$ cat src/rtl/csr_mt.sv
// Multi-thread exception control/status block.
// Holds one exception context per hardware thread: cause code, faulting PC,
// a sticky multi-fault flag and a saturating fault counter. Drives a stall
// vector to the thread scheduler and a combinational read port for debug/OS.
module csr_mt #(
  parameter int          NUM_THR     = 4,
  parameter logic [7:0]  THR_ID_BASE = 8'h01,
  parameter int          PC_W        = 32,
  parameter int          CNT_W       = 8,
  parameter int          TW          = (NUM_THR > 1) ? $clog2(NUM_THR) : 1
) (
  input  logic               clk,
  input  logic               rst,
  input  logic               ex_valid,
  input  logic [TW-1:0]      ex_thr,
  input  logic [PC_W-1:0]    ex_pc,
  input  logic               i_cache_seg_fault,
  input  logic               d_cache_seg_fault,
  input  logic               illegal_op,
  input  logic               alu_op_ex,
  input  logic               stack_overflow,
  input  logic               breakpoint,
  input  logic               cpu_error,
  input  logic               clr_ex,
  input  logic [TW-1:0]      clr_thr,
  input  logic [TW-1:0]      rd_thr,
  output logic [5:0]         rd_ex_code,
  output logic [PC_W-1:0]    rd_epc,
  output logic [CNT_W-1:0]   rd_cnt,
  output logic               rd_multi,
  output logic [7:0]         rd_thr_id,
  output logic [NUM_THR-1:0] csr_stall,
  output logic               any_stall
);

  // Cause codes reported through rd_ex_code.
  localparam logic [5:0] C_CLR      = 6'h00;
  localparam logic [5:0] C_ALU      = 6'h01;
  localparam logic [5:0] C_IL_OP    = 6'h05;
  localparam logic [5:0] C_STACK_OV = 6'h0B;
  localparam logic [5:0] C_SEGFAULT = 6'h12;
  localparam logic [5:0] C_CPU_ERR  = 6'h3E;
  localparam logic [5:0] C_BRKPT    = 6'h3F;

  typedef enum logic {ST_OK, ST_FAULT} state_t;

  state_t           r_state [NUM_THR];
  logic [5:0]       r_code  [NUM_THR];
  logic [PC_W-1:0]  r_epc   [NUM_THR];
  logic [CNT_W-1:0] r_cnt   [NUM_THR];
  logic             r_multi [NUM_THR];

  logic [5:0]         w_code;
  logic               w_ex_any;
  logic [NUM_THR-1:0] w_ex_hit;
  logic [NUM_THR-1:0] w_clr_hit;

  // Fixed-priority cause encoder; returns C_CLR when no source is high.
  function automatic logic [5:0] f_cause(input logic cpu, input logic iseg,
                                         input logic dseg, input logic il,
                                         input logic stk, input logic alu,
                                         input logic brk);
    if (cpu)              return C_CPU_ERR;
    else if (iseg || dseg) return C_SEGFAULT;
    else if (il)          return C_IL_OP;
    else if (stk)         return C_STACK_OV;
    else if (alu)         return C_ALU;
    else if (brk)         return C_BRKPT;
    else                  return C_CLR;
  endfunction

  // Decode the exception and clear requests into per-thread hit vectors.
  always_comb begin
    w_code    = f_cause(cpu_error, i_cache_seg_fault, d_cache_seg_fault,
                        illegal_op, stack_overflow, alu_op_ex, breakpoint);
    w_ex_any  = ex_valid && (w_code != C_CLR);
    w_ex_hit  = '0;
    w_clr_hit = '0;
    for (int n = 0; n < NUM_THR; n++) begin
      w_ex_hit[n]  = w_ex_any && (int'(ex_thr) == n);
      w_clr_hit[n] = clr_ex && (int'(clr_thr) == n);
    end
  end

  // Per-thread OK/FAULT FSM with context capture, sticky flag and counter.
  // NOTE: every context array is cleared by reset because the stall vector
  // and read port must show zeros immediately after reset, even mid-fault.
  always_ff @(posedge clk) begin
    if (rst) begin
      for (int n = 0; n < NUM_THR; n++) begin
        r_state[n] <= ST_OK;
        r_code[n]  <= C_CLR;
        r_epc[n]   <= '0;
        r_cnt[n]   <= '0;
        r_multi[n] <= 1'b0;
      end
    end else begin
      for (int n = 0; n < NUM_THR; n++) begin
        case (r_state[n])
          ST_OK: begin
            // A clear on an idle thread is a no-op; an exception faults it.
            if (w_ex_hit[n]) begin
              r_state[n] <= ST_FAULT;
              r_code[n]  <= w_code;
              r_epc[n]   <= ex_pc;
              r_multi[n] <= 1'b0;
              r_cnt[n]   <= (r_cnt[n] == '1) ? r_cnt[n] : r_cnt[n] + CNT_W'(1);
            end
          end
          ST_FAULT: begin
            if (w_ex_hit[n] && w_clr_hit[n]) begin
              // Clear and new exception together: treat as a fresh fault.
              r_code[n]  <= w_code;
              r_epc[n]   <= ex_pc;
              r_multi[n] <= 1'b0;
              r_cnt[n]   <= (r_cnt[n] == '1) ? r_cnt[n] : r_cnt[n] + CNT_W'(1);
            end else if (w_ex_hit[n]) begin
              // First cause and EPC are held; only flag and count move.
              r_multi[n] <= 1'b1;
              r_cnt[n]   <= (r_cnt[n] == '1) ? r_cnt[n] : r_cnt[n] + CNT_W'(1);
            end else if (w_clr_hit[n]) begin
              r_state[n] <= ST_OK;
              r_code[n]  <= C_CLR;
              r_multi[n] <= 1'b0;
            end
          end
          default: r_state[n] <= ST_OK;
        endcase
      end
    end
  end

  // Stall vector follows the registered FSM state.
  always_comb begin
    csr_stall = '0;
    for (int n = 0; n < NUM_THR; n++) begin
      csr_stall[n] = (r_state[n] == ST_FAULT);
    end
    any_stall = |csr_stall;
  end

  // Combinational read port; out-of-range thread reads as all zeros.
  always_comb begin
    rd_ex_code = '0;
    rd_epc     = '0;
    rd_cnt     = '0;
    rd_multi   = 1'b0;
    rd_thr_id  = '0;
    if (int'(rd_thr) < NUM_THR) begin
      rd_ex_code = r_code[rd_thr];
      rd_epc     = r_epc[rd_thr];
      rd_cnt     = r_cnt[rd_thr];
      rd_multi   = r_multi[rd_thr];
      rd_thr_id  = THR_ID_BASE + 8'(rd_thr);
    end
  end

endmodule

$ cat config.mk
export PLATFORM = sky130hd
export DESIGN_NAME = csr_mt
export DESIGN_NICKNAME = d
export VERILOG_FILES = /design/src/rtl/csr_mt.sv
export SDC_FILE = /design/constraint.sdc
export NUM_CORES = 1
export LEC_CHECK = 0
export CORE_ASPECT_RATIO = 0.75
export CORE_MARGIN = 3
export CORE_UTILIZATION = 35
export DETAILED_ROUTE_END_ITERATION = 6
export GPL_ROUTABILITY_DRIVEN = 0
export PLACE_DENSITY = 0.65
export RECOVER_POWER = 25
export SYNTH_ARGS = -nofsm -noshare
export SYNTH_HDL_FRONTEND = slang
export SYNTH_SLANG_ARGS = --single-unit
$ cat constraint.sdc
create_clock -name clk -period 3.6 [get_ports clk]
set_input_delay 0.72 -clock clk [delete_from_list [all_inputs] [get_ports clk]]
set_output_delay 0.72 -clock clk [all_outputs]
set_load 0.02 [all_outputs]
==> results.py, run 1 <==
metrics = {
    "outcome": {
        "status": "finished, final reports clean",
    },
    "timing": {
        "setup_slack_ps": 442,
        "period_minus_slack_ps": 3160,
        "drv_slew": 0,
        "fin_hold_ws_ps": 640,
        "fin_worst_skew_ps": 13.6,
        "max_freq_mhz": 317,
        "rsz0062_at_grt": "false",
        "tns_ps": 0,
        "hold_viol": 0,
        "setup_violations": 0,
        "fin_crit_sh_pct": 87.7,
        "worst_pin_slew_ps": 1040,
        "relSlewSlack_pct": 30.8,
    },
    "floorplan": {
        "rows": 51,
        "dieArea_sq_um": 29000,
        "initial_core_util_pct": 36.0,
        "die_width_microns": 196,
        "die_y_microns": 148,
        "core_sq_um": 26200,
        "ios": 109,
    },
    "synthesis": {
        "yosys_warnings": 0,
        "synth_edf_count": 192,
        "synth-async-reset-ratio_pct": 0,
        "syn_inst": 664,
        "syn_avg_cell_area_sq_um": 14.2,
        "netlist_area_sq_um": 9440,
        "ys.flop_type": "edfxtp_1",
        "synth.distinct_cells": 45,
        "yosys_register_bits": 192,
        "yosysSeqAreaShare_pct": 61.1,
    },
    "worst_hold_path": {
        "hp-class": "reg -> reg",
        "whs_path_depth": 1,
        "min_to": "r_state[0][2]",
        "worstHoldStart": "r_state[0][2]",
    },
    "finish": {
        "mostFrequentLayoutCell": "edfxtp_1",
        "final_cell_mix": "192 x edfxtp_1, 94 x clkdlybuf4s50_1, 84 x nor2_1",
        "drive_above_1_share_pct": 20.7,
        "nNetsFinal": 830,
        "final_cells": 1133,
        "antenna_cells": 0,
        "syn2layout_area_growth_pct": 21.0,
    },
    "power_and_ir_drop": {
        "power_uw": 5120,
        "cellLeakagePower_uw": 0.00378,
        "vdd_drop_max_mv": 0.340,
        "p_per_area_nw_per_um2": 448,
    },
    "route": {
        "wire_per_inst_microns": 19.9,
        "drt_iter0_drc": 416,
        "vias": 5972,
        "ant_nets": 0,
        "totalWireLength_mm": 22.6,
        "drc_errors": 0,
        "via_per_inst": 5.27,
        "firstDrtPassIters": 5,
    },
    "global_route": {
        "grt_pass1_wl_mm": 35.2,
        "overflow": 0,
        "antenna_found_initial": 1,
        "grt_max_degree": 38,
        "grt_use_total_pct": 15.9,
        "grt_pass1_vias": 6062,
    },
    "run": {
        "cap_violations": 0,
    },
    "clock_network": {
        "ctsHtreeMaxLevel": 4,
        "path_clk_slew_ps": 60,
        "ctsResizeCount": 0,
        "clk-insertion-delay-late_ps": 450,
        "postCtsSetupBuffers": 0,
        "ctsHoldBuffers": 0,
        "clockRootBuffer": "clkbuf_16",
        "cts_buffer_depth": 2,
        "numCtsBuffers": 17,
        "clkSinkCount": 192,
        "cts_tree": "done",
    },
    "worst_setup_path": {
        "r2r-end": "r_epc[2][1]",
        "crit_path_start_kind": "primary input",
        "crit_required_ps": 3760,
        "reg2reg_setup_slack_ps": 1480,
        "path_class": "in -> reg",
        "cp-end-kind": "flip-flop",
        "r2r_start": "r_state[0][2]",
        "r2r_cells": 4,
        "path_max_fanout": 11,
        "worst_ep_arrival_time_ps": 3320,
    },
    "placement": {
        "place_ws_ps": 435,
        "dp.cells": 1101,
        "io_buffers": 103,
        "dp_hpwl_mm": 14.8,
    },
}
cells in the mapped netlist, types with 6 or more instances:
cell type	instances	area share [%]
inv_1	15	0.60
edfxtp_1	192	61
mux4_2	47	11
clkbuf_1	13	0.52
buf_4	9	0.72
buf_6	9	1.1
nor3_1	23	1.2
nand3_1	13	0.69
or3_1	10	0.66
nand2_1	13	0.52
nor3b_1	35	2.8
a21oi_2	6	0.56
nand2b_1	36	2.4
nor2_2	42	2.8
a21oi_1	10	0.53
a211oi_1	15	1.2
buf_2	10	0.53
o21ai_0	12	0.64
nor2_1	84	3.3
worst max-delay path by stage:
stage	startpoint	to	slack, ps	depth (start not counted)
3_5_place_dp	d_cache_seg_fault	r_epc[0][0]	430	5
5_1_grt	d_cache_seg_fault	r_multi[1]	270	5
6_report	d_cache_seg_fault	r_multi[1]	440	5
2_1_floorplan	d_cache_seg_fault	r_epc[3][0]	280	4
4_1_cts	rd_thr[0]	rd_epc[31]	470	4
3_3_place_gp	d_cache_seg_fault	r_epc[0][0]	450	5
kinds of logic (layout without fill, tap and decap cells):
logic type / count (synthesis) / after routing / synth area share (%)
other: 1 / 5 / 0.0397
muxes: 51 / 51 / 11.6
buffers and inverters: 61 / 182 / 3.63
AOI/OAI and AO/OA: 70 / 70 / 6.23
adders and majority gates: 5 / 5 / 0.663
xor gates and xnor gates: 9 / 9 / 0.835
and+or+nand+nor: 275 / 275 / 15.9
DFF: 192 / 192 / 61.1
routing by layer:
| metal | vias to the layer above | wire, microns | global-route usage (%) |
|---|---|---|---|
| li1 | 2755 | - | - |
| met1 | 3015 | 10300 | 22.5 |
| met2 | 182 | 10700 | 25.0 |
| met3 | 18 | 1360 | 3.94 |
| met4 | 2 | 202 | 3.88 |
| met5 | - | 13 | 0 |
state kept, by name, summed over array words and instances, names as in the netlist:
signal   count
r_epc      128
r_state      4
r_code      24
r_cnt       32
r_multi      4
critical path, cell delays in order:
cell and delay (ps):
dlygate4sd3_1 560, or3_1 570, o2111ai_1 710, clkbuf_1 670
nor3_1 80
layout make-up:
type,count,area (sq um)
Clock buffer,17,425
Clock inverter,15,128
Fill cell,2376,14800
Inverter,15,56.3
Multi-Input combinational cell,415,3310
Sequential cell,192,5770
Tap cell,344,430
Timing Repair Buffer,135,1320
per-stage QoR:
| stage | area, sq um | utilization [%] |
|---|---|---|
| 2_1_floorplan | 9460 | - |
| 5_1_grt | 11400 | 43.6 |
| 4_1_cts | 11600 | 44.1 |
| 3_3_place_gp | 11000 | 42.0 |
| 6_report | 11400 | 43.6 |
| 3_5_place_dp | 11000 | 42.0 |
power by group:
part / internal (uW) / switching [uW] / total, uW
clock: 904 / 898 / 1800
combinational: 302 / 373 / 675
sequential: 2590 / 55.2 / 2640
Note: power is estimated with default switching activity, not from simulation.
==> run 2, diff against run 1 <==
Settings changed: REMOVE_ABC_BUFFERS set to 1.
==> results.py, run 2 (synthesized netlist as in run 1, its figures left out) <==
metrics = {
    "outcome": {
        "status": "finished, final reports clean",
    },
    "power_and_ir_drop": {
        "internal-power_uw": 3850,
        "p_sw_uw": 1280,
        "power_frac_comb_pct": 13.1,
        "p_per_area_nw_per_um2": 449,
        "vdd_drop_max_mv": 0.327,
        "clockPowerShare_pct": 35.3,
        "netSwitchingFraction_pct": 25.0,
        "pwr-share-seq_pct": 51.6,
        "cellLeakagePower_uw": 0.00378,
    },
    "finish": {
        "syn2layout_area_growth_pct": 20.9,
        "ff_latch_area_sq_um": 5770,
        "top_regs": "r_epc x128, r_cnt x32, r_code x24",
        "multi_input_area_sq_um": 3320,
        "fill_cells": 2436,
        "final_cells": 1132,
        "nNetsFinal": 831,
        "drive_above_1_share_pct": 20.7,
        "largest_register": "r_epc",
        "largest_reg_flops": 128,
        "mostFrequentLayoutCell": "edfxtp_1",
        "final_cell_mix": "192 x edfxtp_1, 95 x clkdlybuf4s50_1, 84 x nor2_1",
        "antenna_cells": 0,
    },
    "clock_network": {
        "clockRootBuffer": "clkbuf_16",
        "cts_tree": "done",
        "numCtsBuffers": 17,
        "cts_buffer_depth": 2,
        "ctsResizeCount": 0,
        "ctsHoldBuffers": 0,
        "clk-insertion-delay-late_ps": 430,
        "ctsHtreeMaxLevel": 4,
        "postCtsSetupBuffers": 0,
        "clkSinkCount": 192,
        "path_clk_slew_ps": 80,
    },
    "global_route": {
        "grt_pass1_wl_mm": 36.4,
        "grt_max_degree": 49,
        "antenna_found_initial": 0,
        "grt_use_total_pct": 16.5,
        "overflow": 0,
        "grt_pass1_vias": 6184,
    },
    "route": {
        "totalWireLength_mm": 23.4,
        "dr.max_layer_used": "met4",
        "ant_nets": 0,
        "wl_met2_mm": 11.0,
        "drt_iter0_drc": 417,
        "vias": 5947,
        "firstDrtPassIters": 5,
        "via_per_inst": 5.25,
        "met1_length_mm": 11.0,
        "wire_per_inst_microns": 20.7,
        "drc_errors": 0,
        "route.met3.wl_mm": 1.21,
    },
    "worst_setup_path": {
        "startpoint": "illegal_op",
        "cp_top_family": "buffers and inverters",
        "path_max_fanout": 12,
        "path_class": "in -> reg",
        "cp-end-kind": "flip-flop",
        "r2r_start": "r_state[0][2]",
        "cp_slowest_stage_delay_ps": 690,
        "cp_num_buf_inv": 2,
        "worst_ep_arrival_time_ps": 3440,
        "crit_path_start_kind": "primary input",
        "crit_required_ps": 3740,
        "crit_chain": "dlygate4sd3_1 -> or4_4 -> o221ai_1 -> clkbuf_1 -> nor2_1",
        "crit_slowest_cell": "o221ai_1",
    },
    "timing": {
        "setup_violations": 0,
        "fin_hold_ws_ps": 643,
        "rsz0062_at_grt": "false",
        "tns_ps": 0,
        "max_freq_mhz": 303,
        "fin_worst_skew_ps": 14.4,
        "period_minus_slack_ps": 3300,
        "relSlewSlack_pct": 19.3,
        "worst_pin_slew_ps": 1210,
        "fin_crit_sh_pct": 91.6,
        "drv_slew": 0,
        "hold_viol": 0,
    },
    "worst_hold_path": {
        "hp-class": "reg -> reg",
        "worstHoldStart": "r_state[0][2]",
    },
    "floorplan": {
        "dieArea_sq_um": 29000,
        "die_width_microns": 196,
        "ios": 109,
        "core_sq_um": 26200,
        "die_y_microns": 148,
        "rows": 51,
        "initial_core_util_pct": 36.0,
    },
    "placement": {
        "dp_hpwl_mm": 15.4,
        "io_buffers": 103,
        "dp.cells": 1102,
    },
    "run": {
        "cap_violations": 0,
    },
}
## run 2: changes by cell type in the layout (fill, tap and decap cells not counted), sizes merged
cell	before	now
buf	26	30
bufinv	0	1
clkbuf	26	25
clkdlybuf4s50	94	95
clkinv	7	4
clkinvlp	2	1
dlygate4sd3	6	5
inv	21	20
## run 2: through the flow
step                      utilization [%]  total power (uW)  instance area [sq um]  setup slack, ps
after floorplan                         -              3020                   9170             -602
after global placement               41.9              3380                  11000              455
after detailed placement             41.9              3390                  11000              452
after CTS                            44.0              5190                  11500              451
after global routing                 43.5              5320                  11400              212
final                                43.5              5130                  11400              302
## run 2: path summary, 6_finish.rpt
| kind | endpoint | slack [ps] | depth (start not counted) |
|---|---|---|---|
| min reg2reg | r_state[0][2] | 640 | 1 |
| min | r_state[0][2] | 640 | 1 |
| max reg2reg | r_epc[2][8] | 1380 | 4 |
| max | r_epc[2][8] | 300 | 5 |
## run 2: power by group through the flow
| stage | Combinational (uW) | Sequential [uW] | Clock (uW) |
|---|---|---|---|
| final | 674 | 2650 | 1810 |
| after CTS | 699 | 2650 | 1850 |
| after floorplan | 344 | 2670 | 0 |
| after global placement | 692 | 2690 | 0 |
| after detailed placement | 697 | 2700 | 0 |
| after global routing | 724 | 2660 | 1940 |
## run 2: area by class of cell
cell class,instances,area share (%)
Sequential cell,192,50.5
Multi-Input combinational cell,415,29.1
Timing Repair Buffer,136,11.4
Clock buffer,19,3.79
Tap cell,344,3.77
Clock inverter,11,0.943
Inverter,15,0.493
## run 2: worst register-to-register path, cell delays in order (launching register included)
cell	delay, ps
edfxtp_1	410
inv_1	100
o221ai_1	660
clkbuf_1	630
nor2_1	130
## run 2: layer usage
metal  global-route usage, %  vias to the layer above
met5                       0                        -
met4                    2.96                        0
met3                    3.71                       15
met2                    26.6                      158
met1                    23.3                     3027
li1                        -                     2747
==> run 3, diff against run 2 <==
Settings changed: TNS_END_PERCENT set to 5.
==> results of run 3 <==
Final layout, timing and power as in run 2 (identical DEF).
